## config.mk

```make
export PLATFORM = sky130hd
export DESIGN_NAME = axi_mmio_master
export DESIGN_NICKNAME = d
export VERILOG_FILES = /design/src/rtl/axi_mmio_master.sv
export SDC_FILE = /design/constraint.sdc
export NUM_CORES = 1
export LEC_CHECK = 0
export CAP_MARGIN = 40
export CORE_ASPECT_RATIO = 0.8
export CORE_MARGIN = 5
export CORE_UTILIZATION = 30
export DETAILED_ROUTE_END_ITERATION = 7
export PLACE_DENSITY = 0.79
export SETUP_SLACK_MARGIN = 0.2
export SYNTH_ARGS = -nofsm -noshare
export SYNTH_HDL_FRONTEND = slang
export SYNTH_SLANG_ARGS = --single-unit
```

## constraint.sdc

```tcl
create_clock -name clock -period 4.1 [get_ports clock]
set_input_delay 0.41 -clock clock [delete_from_list [all_inputs] [get_ports clock]]
set_output_delay 0.41 -clock clock [all_outputs]
set_load 0.02 [all_outputs]
```

## src/rtl/axi_mmio_master.sv

```systemverilog
// Single-beat AXI4 MMIO master: turns one command at a time into an AW/W/B
// or AR/R exchange and presents a completion with read data and error flag.
//
// state | meaning
// IDLE  | ready for a command (req_ready=1 once out of reset)
// WRITE | AW and W beats offered; each tracked independently
// WRESP | waiting for the B response (b_ready=1)
// RADDR | AR beat offered
// RDATA | waiting for the R beat (r_ready=1)
// DONE  | completion presented until resp_ready
module axi_mmio_master #(
    parameter logic [3:0] AXI_ID   = 4'h0,
    parameter bit         CHECK_ID = 1'b1
) (
    input  logic        clock,
    input  logic        reset,
    input  logic        req_valid,
    output logic        req_ready,
    input  logic        req_write,
    input  logic [30:0] req_addr,
    input  logic [31:0] req_wdata,
    input  logic [3:0]  req_wstrb,
    output logic        resp_valid,
    input  logic        resp_ready,
    output logic [31:0] resp_rdata,
    output logic        resp_err,
    output logic        io_axi4_0_aw_valid,
    input  logic        io_axi4_0_aw_ready,
    output logic [3:0]  io_axi4_0_aw_id,
    output logic [30:0] io_axi4_0_aw_addr,
    output logic [7:0]  io_axi4_0_aw_len,
    output logic [2:0]  io_axi4_0_aw_size,
    output logic [1:0]  io_axi4_0_aw_burst,
    output logic        io_axi4_0_w_valid,
    input  logic        io_axi4_0_w_ready,
    output logic [31:0] io_axi4_0_w_data,
    output logic [3:0]  io_axi4_0_w_strb,
    output logic        io_axi4_0_w_last,
    input  logic        io_axi4_0_b_valid,
    output logic        io_axi4_0_b_ready,
    input  logic [3:0]  io_axi4_0_b_id,
    input  logic [1:0]  io_axi4_0_b_resp,
    output logic        io_axi4_0_ar_valid,
    input  logic        io_axi4_0_ar_ready,
    output logic [3:0]  io_axi4_0_ar_id,
    output logic [30:0] io_axi4_0_ar_addr,
    output logic [7:0]  io_axi4_0_ar_len,
    output logic [2:0]  io_axi4_0_ar_size,
    output logic [1:0]  io_axi4_0_ar_burst,
    input  logic        io_axi4_0_r_valid,
    output logic        io_axi4_0_r_ready,
    input  logic [3:0]  io_axi4_0_r_id,
    input  logic [31:0] io_axi4_0_r_data,
    input  logic [1:0]  io_axi4_0_r_resp,
    input  logic        io_axi4_0_r_last
);

    typedef enum logic [2:0] {IDLE, WRITE, WRESP, RADDR, RDATA, DONE} state_t;

    state_t      state_q, state_d;
    logic [30:0] addr_q, addr_d;
    logic [31:0] wdata_q, wdata_d;
    logic [3:0]  wstrb_q, wstrb_d;
    logic        write_q, write_d;
    logic [31:0] rdata_q, rdata_d;
    logic        err_q, err_d;
    logic        aw_done_q, aw_done_d;
    logic        w_done_q, w_done_d;
    logic        req_ready_q, req_ready_d;
    logic        resp_valid_q, resp_valid_d;
    logic        aw_valid_q, aw_valid_d;
    logic        w_valid_q, w_valid_d;
    logic        ar_valid_q, ar_valid_d;
    logic        b_ready_q, b_ready_d;
    logic        r_ready_q, r_ready_d;

    // Next-state and next-output computation; every output is registered so
    // no ready input reaches a valid output combinationally.
    always_comb begin
        state_d      = state_q;
        addr_d       = addr_q;
        wdata_d      = wdata_q;
        wstrb_d      = wstrb_q;
        write_d      = write_q;
        rdata_d      = rdata_q;
        err_d        = err_q;
        aw_done_d    = aw_done_q;
        w_done_d     = w_done_q;
        resp_valid_d = resp_valid_q;
        aw_valid_d   = aw_valid_q;
        w_valid_d    = w_valid_q;
        ar_valid_d   = ar_valid_q;
        b_ready_d    = b_ready_q;
        r_ready_d    = r_ready_q;

        case (state_q)
            IDLE: begin
                if (req_valid && req_ready_q) begin
                    addr_d    = req_addr;
                    wdata_d   = req_wdata;
                    wstrb_d   = req_wstrb;
                    write_d   = req_write;
                    rdata_d   = 32'h0;
                    err_d     = 1'b0;
                    aw_done_d = 1'b0;
                    w_done_d  = 1'b0;
                    if (req_addr[1:0] != 2'b00) begin
                        err_d        = 1'b1;
                        resp_valid_d = 1'b1;
                        state_d      = DONE;
                    end else if (req_write) begin
                        aw_valid_d = 1'b1;
                        w_valid_d  = 1'b1;
                        state_d    = WRITE;
                    end else begin
                        ar_valid_d = 1'b1;
                        state_d    = RADDR;
                    end
                end
            end
            WRITE: begin
                if (aw_valid_q && io_axi4_0_aw_ready) begin
                    aw_valid_d = 1'b0;
                    aw_done_d  = 1'b1;
                end
                if (w_valid_q && io_axi4_0_w_ready) begin
                    w_valid_d = 1'b0;
                    w_done_d  = 1'b1;
                end
                if (aw_done_d && w_done_d) begin
                    b_ready_d = 1'b1;
                    state_d   = WRESP;
                end
            end
            WRESP: begin
                if (io_axi4_0_b_valid && b_ready_q) begin
                    err_d        = (io_axi4_0_b_resp != 2'b00) ||
                                   (CHECK_ID && (io_axi4_0_b_id != AXI_ID));
                    b_ready_d    = 1'b0;
                    resp_valid_d = 1'b1;
                    state_d      = DONE;
                end
            end
            RADDR: begin
                if (ar_valid_q && io_axi4_0_ar_ready) begin
                    ar_valid_d = 1'b0;
                    r_ready_d  = 1'b1;
                    state_d    = RDATA;
                end
            end
            RDATA: begin
                if (io_axi4_0_r_valid && r_ready_q) begin
                    rdata_d      = io_axi4_0_r_data;
                    err_d        = (io_axi4_0_r_resp != 2'b00) ||
                                   (CHECK_ID && (io_axi4_0_r_id != AXI_ID)) ||
                                   !io_axi4_0_r_last;
                    r_ready_d    = 1'b0;
                    resp_valid_d = 1'b1;
                    state_d      = DONE;
                end
            end
            DONE: begin
                if (resp_ready) begin
                    resp_valid_d = 1'b0;
                    state_d      = IDLE;
                end
            end
            default: state_d = IDLE;
        endcase

        req_ready_d = (state_d == IDLE);
    end

    // State and output registers with synchronous reset.
    always_ff @(posedge clock) begin
        if (reset) begin
            state_q      <= IDLE;
            addr_q       <= 31'h0;
            wdata_q      <= 32'h0;
            wstrb_q      <= 4'h0;
            write_q      <= 1'b0;
            rdata_q      <= 32'h0;
            err_q        <= 1'b0;
            aw_done_q    <= 1'b0;
            w_done_q     <= 1'b0;
            req_ready_q  <= 1'b0;
            resp_valid_q <= 1'b0;
            aw_valid_q   <= 1'b0;
            w_valid_q    <= 1'b0;
            ar_valid_q   <= 1'b0;
            b_ready_q    <= 1'b0;
            r_ready_q    <= 1'b0;
        end else begin
            state_q      <= state_d;
            addr_q       <= addr_d;
            wdata_q      <= wdata_d;
            wstrb_q      <= wstrb_d;
            write_q      <= write_d;
            rdata_q      <= rdata_d;
            err_q        <= err_d;
            aw_done_q    <= aw_done_d;
            w_done_q     <= w_done_d;
            req_ready_q  <= req_ready_d;
            resp_valid_q <= resp_valid_d;
            aw_valid_q   <= aw_valid_d;
            w_valid_q    <= w_valid_d;
            ar_valid_q   <= ar_valid_d;
            b_ready_q    <= b_ready_d;
            r_ready_q    <= r_ready_d;
        end
    end

    assign req_ready  = req_ready_q;
    assign resp_valid = resp_valid_q;
    assign resp_rdata = rdata_q;
    assign resp_err   = err_q;

    assign io_axi4_0_aw_valid = aw_valid_q;
    assign io_axi4_0_aw_id    = AXI_ID;
    assign io_axi4_0_aw_addr  = addr_q;
    assign io_axi4_0_aw_len   = 8'h00;
    assign io_axi4_0_aw_size  = 3'b010;
    assign io_axi4_0_aw_burst = 2'b01;

    assign io_axi4_0_w_valid = w_valid_q;
    assign io_axi4_0_w_data  = wdata_q;
    assign io_axi4_0_w_strb  = wstrb_q;
    assign io_axi4_0_w_last  = 1'b1;

    assign io_axi4_0_b_ready = b_ready_q;

    // write_q only distinguishes the command kind; the FSM path already
    // encodes it, so the address/data channels just mirror the captured command.
    assign io_axi4_0_ar_valid = ar_valid_q & ~write_q;
    assign io_axi4_0_ar_id    = AXI_ID;
    assign io_axi4_0_ar_addr  = addr_q;
    assign io_axi4_0_ar_len   = 8'h00;
    assign io_axi4_0_ar_size  = 3'b010;
    assign io_axi4_0_ar_burst = 2'b01;

    assign io_axi4_0_r_ready = r_ready_q;

endmodule

```

# --- Yosys cells after proc, flatten, opt, wreduce, memory -nomap -nowiden ---
# Cells that the tools add are included.
totals:
  output_inout_bits: 173
  ff_bits: 113
  in_bits: 122
op_classes:
  reduce_logical: 35
  bitwise_logic: 2
  eq_ne: 17
  mux: 48
ops:
  columns: ["op", "n"]
  rows:
  - ["32-bit two-way mux", 2]
  - ["32-bit one-hot mux with 2 select lines", 1]
  - ["1-bit two-way mux", 27]
  - ["2-bit inequality test, second input constant", 12]
  - ["3-bit two-way mux", 7]
  - ["3-bit one-hot mux with 6 select lines", 1]
  - ["2-bit nonzero test", 8]
  - ["5-bit AND reduction", 3]
  - ["1-bit one-hot mux with 2 select lines", 7]
  - ["4-bit nonzero test", 3]
  - ["3-bit AND reduction", 3]
  - ["1-bit logical AND", 7]
  - ["3-bit by 2-bit == test with 1-bit output, second input constant", 2]
  - ["3-bit == test, second input constant", 2]
  - ["3-bit logical NOT", 2]
  - ["6-bit AND reduction", 1]
  - ["1-bit one-hot mux with 4 select lines", 1]
  - ["2-bit AND reduction", 2]
  - ["4-bit AND reduction", 1]
  - ["3-bit by 1-bit == test with 1-bit output, second input constant", 1]
  - ["1-bit logical OR", 3]
  - ["1-bit one-hot mux with 3 select lines", 1]
  - ["3-bit nonzero test", 1]
  - ["2-bit two-way mux", 1]
  - ["3 further kinds", 3]

# --- Longest topological paths before layout ---
logic_depth:
  depth_word: 7
  ltp_mapped: 6
  mapped_depth_nobuf: 4

# --- Worst setup path after synthesis ---
# Ideal clock, no wire load.
synth_timing:
  path_type: "input to register"
  start: "in io_axi4_0_r_id[0]"
  end: "reg err_q, in the netlist resp_err"
  path_buffers: 0
  setup_ns: 0.136
  slack_ns: 2.554
  arrival_ns: 1.410
  cell_stages: 3
  path_cell_list: "or4b_2 > o41ai_1 > a311oi_1"
synth_via:
  elab_chain_len: 5
synth_rtl:
  columns: ["element", "line", "source"]
  rows:
  - ["from (decl)", "52", "input logic [3:0] io_axi4_0_r_id,"]
  - ["4-bit nonzero test", "155", "(CHECK_ID && (io_axi4_0_r_id != AXI_ID)) ||"]
  - ["1-bit logical OR", "154", "err_d = (io_axi4_0_r_resp != 2'b00) ||"]
  - ["1-bit logical OR", "155", null]
  - ["1-bit two-way mux", "152", "if (io_axi4_0_r_valid && r_ready_q) begin"]
  - ["1-bit one-hot mux with 3 select lines", "96", "case (state_q)"]
  - ["to (signal assigned)", "200", "err_q <= err_d;"]
  - ["to (decl)", "66", "logic err_q, err_d;"]
# No other way between the ends. The select of a mux whose other input is x is not followed.
# A chain may end at the register's enable or synchronous reset.

# --- Worst setup path after layout ---
layout_timing:
  start: "reg state_q[0]"
  end: "reg req_ready_q, in the netlist req_ready"
layout_via:
  elab_chain_len: 3
layout_rtl:
  columns: ["element", "line", "source"]
  rows:
  - ["from (decl)", "60", "state_t state_q, state_d;"]
  - ["from (signal assigned)", "194", "state_q <= state_d;"]
  - ["3-bit == test (tied with other cells)", "96", null]
  - ["3-bit one-hot mux with 6 select lines *", "96", null]
  - ["3-bit logical NOT *", "171", "req_ready_d = (state_d == IDLE);"]
  - ["to (signal assigned)", "203", "req_ready_q <= req_ready_d;"]
  - ["to (decl)", "69", "logic req_ready_q, req_ready_d;"]
# Mark *: on every way between the ends. The rest lies on a longest branch, timed or not.

==> qor.json <==
{
  "run_status": "completed",
  "floorplan.initialDensity_pct": 30.38,
  "synth_compound_area_share_pct": 14.46,
  "dr.pass1.iters": 4,
  "cts_hold_buf": 0,
  "cts_tree": "yes",
  "grt_max_degree": 79,
  "critical_path.slowest_cell": "sky130_fd_sc_hd__dfxtp_1",
  "detail_route.vias_per_cell": 4.422,
  "power_leakage_nw": 2.692,
  "ys.warnings.count": 0,
  "worstSetupEndpointType": "flop",
  "finalCriticalPeriod_ps": 2059,
  "dpl.hpwl_um": 11030,
  "worst_slew_margin_rel_pct": 43.97,
  "cts_htree_levels": 4,
  "critPathMaxStageDelay_ps": 750,
  "sequentialPowerShare_pct": 34.9,
  "post_synth_num_cell_types": 41,
  "synth_edf_count": 0,
  "mappedNetlistArea_um2": 4768,
  "powerDensity_nw_per_um2": 460.9,
  "clk_pin_slew_ps": 60,
  "pwr-share-clk_pct": 42.0,
  "synthCells": 596,
  "synth_area_leaders": "sky130_fd_sc_hd__dfxtp_1, sky130_fd_sc_hd__nand2_1, sky130_fd_sc_hd__a21oi_1, sky130_fd_sc_hd__buf_4, sky130_fd_sc_hd__nand3_1",
  "setup.worst_path.class": "reg2reg",
  "synth_xor_xnor_area_share_pct": 0,
  "largest_family_of_logic_cells_by_synthesized_area": "simple AND/OR/NAND/NOR gates",
  "postCtsSetupBuffers": 0,
  "max-cap-violations": 0,
  "dieWidth_um": 151.0,
  "clock-skew-final_ps": 10.89,
  "design.portCount": 295,
  "clkLatencyLatePin_ps": 410,
  "swShare_pct": 29.30,
  "ctsResizeCount": 0,
  "clockBufferDepth": 2,
  "p_int_mw": 2.521,
  "synth.avg_cell_area_um2": 8.001,
  "synthDominantAreaCellType": "sky130_fd_sc_hd__dfxtp_1",
  "layout.cells.most_common_list": "sky130_fd_sc_hd__clkdlybuf4s50_1, sky130_fd_sc_hd__nand2_1, sky130_fd_sc_hd__dfxtp_1",
  "fmax_ghz": 0.4856,
  "utilization_pct": 49.28,
  "required_ps": 4440,
  "cts.root.buffer_cell": "sky130_fd_sc_hd__clkbuf_16",
  "place_congestion": 0.7751,
  "yosys.area.top_type_share_pct": 47.44,
  "commonest_non_fill_non_tap_cell_in_the_layout": "sky130_fd_sc_hd__clkdlybuf4s50_1",
  "crit-reg2reg-launch": "state_q[0]",
  "placementRows": 41,
  "power_switching_mw": 1.045,
  "timing.setup.tns_ps": 0,
  "vertical_extent_of_the_die_um": 122.8,
  "global_route.usage.total_pct": 15.42,
  "routed-via-count": 4577,
  "final_min_period_over_clock_period_pct": 50.23,
  "layout-drive-gt1-share_pct": 6.341,
  "synth.area.mux_share_pct": 0,
  "detail-route-antenna-nets": 0,
  "count_of_cells_along_the_worst_hold_path": 2,
  "hold_class": "reg2reg",
  "drt_wl_cell_um": 14.75,
  "critical_path.reg2reg.endpoint": "req_ready",
  "detailedRoute.firstIterationViolations": 158,
  "antenna_cells": 0,
  "max_slew.worst_pin.slew_ps": 840.5,
  "yosysSeqAreaShare_pct": 47.44,
  "asyncSetResetFlopFracSynth_pct": 0,
  "totalWireLength_um": 15270,
  "max-vdd-ir-drop_mv": 0.2792,
  "io_buffers": 259,
  "grt_setup_unrepaired": "false",
  "dominantRegCellSynth": "sky130_fd_sc_hd__dfxtp_1",
  "r2r_setup_slack_ps": 2040,
  "post_synth_and_or_nand_nor_area_fraction_pct": 23.22,
  "setup_viols_final": 0,
  "syn_to_final_growth_pct": 62.24,
  "yosys_register_bits": 113,
  "yosys.area_share.adder_pct": 0,
  "worstSetupStartpointType": "flop",
  "overall_power_consumption_mw": 3.566,
  "final_max_slew_viol_count": 0,
  "critical_path.startpoint": "state_q[0]",
  "hold_violations": 0,
  "drc": 0,
  "reg2regPathDepth": 5,
  "combinationalPowerShare_pct": 23.1,
  "overflow": 0,
  "grt_pass1_wl_um": 22090,
  "cts-buffers-inserted": 17,
  "grt_pass1_vias": 4264,
  "timing.critical_path.to": "req_ready",
  "die_area_um2": 18530,
  "design.core.area_um2": 15700,
  "grt_antenna_before_repair": 0,
  "critical_path.cell_chain": "nor2_1 -> a21boi_2 -> buf_4 -> nor4b_1 -> and4_1",
  "critical_path.max_fanout": 33,
  "cts_sinks": 113,
  "worst_ep_arrival_time_ps": 2400,
  "final_nets": 929
}
[metrics by stage]
stage | hold WS, ps | std cells | cell area, um2 | worst slack (ps)
4_1_cts | 451.6 | 1035 | 7736 | 2050
6_report | 447.6 | 1035 | 7736 | 2041
3_3_place_gp | 437.2 | 1002 | 7104 | 1740
5_1_grt | 471.7 | 1035 | 7736 | 1871
2_1_floorplan | 436.7 | 629 | 4892 | 2554
3_5_place_dp | 445.2 | 1003 | 7132 | 1695
[registers in the layout, indices dropped and copies added, names as in the netlist, 3 cells and up]
signal             flops
io_axi4_0_ar_addr     31
io_axi4_0_w_data      32
io_axi4_0_w_strb       4
resp_rdata            32
state_q                3
[cell type report]
type	count	area, um2
clock buffers	18	439.2
clock inverters	14	165.2
fillers	1464	7961
inverters	1	3.754
multi-input cells	409	1929
flip-flops and latches	113	2262
well taps	215	269.0
repair buffers	265	2668
[critical path: cells and delay by family, from the launching register on]
family | cells | cell delay (ps)
buf+inv | 1 | 250
flops | 1 | 750
simple gates | 3 | 820
compound gates | 1 | 180
[layer usage]
metal | vias to the layer above | global-route usage, % | routed length [um]
li1 | 2294 | - | -
met1 | 2095 | 17.06 | 5998
met2 | 172 | 26.01 | 7513
met3 | 16 | 7.937 | 1610
met4 | 0 | 4.473 | 146
met5 | - | 0 | 0
[Yosys cell counts, types with 2 or more instances]
master,instances
sky130_fd_sc_hd__or3b_1,2
sky130_fd_sc_hd__nor2_1,15
sky130_fd_sc_hd__o21ai_0,2
sky130_fd_sc_hd__a21oi_1,109
sky130_fd_sc_hd__buf_4,68
sky130_fd_sc_hd__nor3b_1,2
sky130_fd_sc_hd__nand3b_1,3
sky130_fd_sc_hd__conb_1,2
sky130_fd_sc_hd__dfxtp_1,113
sky130_fd_sc_hd__buf_6,3
sky130_fd_sc_hd__nand2_1,175
sky130_fd_sc_hd__nand3_1,34
sky130_fd_sc_hd__buf_2,18
sky130_fd_sc_hd__clkbuf_1,17
sky130_fd_sc_hd__nor3_1,7
[power groups by stage]
stage	clock network [mW]	registers, mW	logic [mW]
global route	1.58	1.26	0.884
finish	1.50	1.25	0.822
floorplan	0	1.34	0.411
global placement	0	1.27	0.811
detailed placement	0	1.27	0.828
CTS	1.53	1.25	0.831
[cells by family (layout without fill, tap and decap cells)]
logic type             Yosys count  in the layout
flip-flops                     113            113
AND/OR/NAND/NOR                251            251
buffers and inverters          107            298
AO/OA/AOI/OAI                  123            123
other                            2             35
[worst min-delay path by stage]
stage / end / start / slack [ps]
after detailed placement: resp_rdata[20] / resp_rdata[20] / 450
final: resp_rdata[14] / resp_rdata[14] / 450
after global routing: resp_rdata[10] / resp_rdata[10] / 470
after global placement: resp_rdata[30] / resp_rdata[30] / 440
after CTS: resp_rdata[12] / resp_rdata[12] / 450
after floorplan: write_q / write_q / 440
Note: power is estimated with default switching activity, not from simulation.
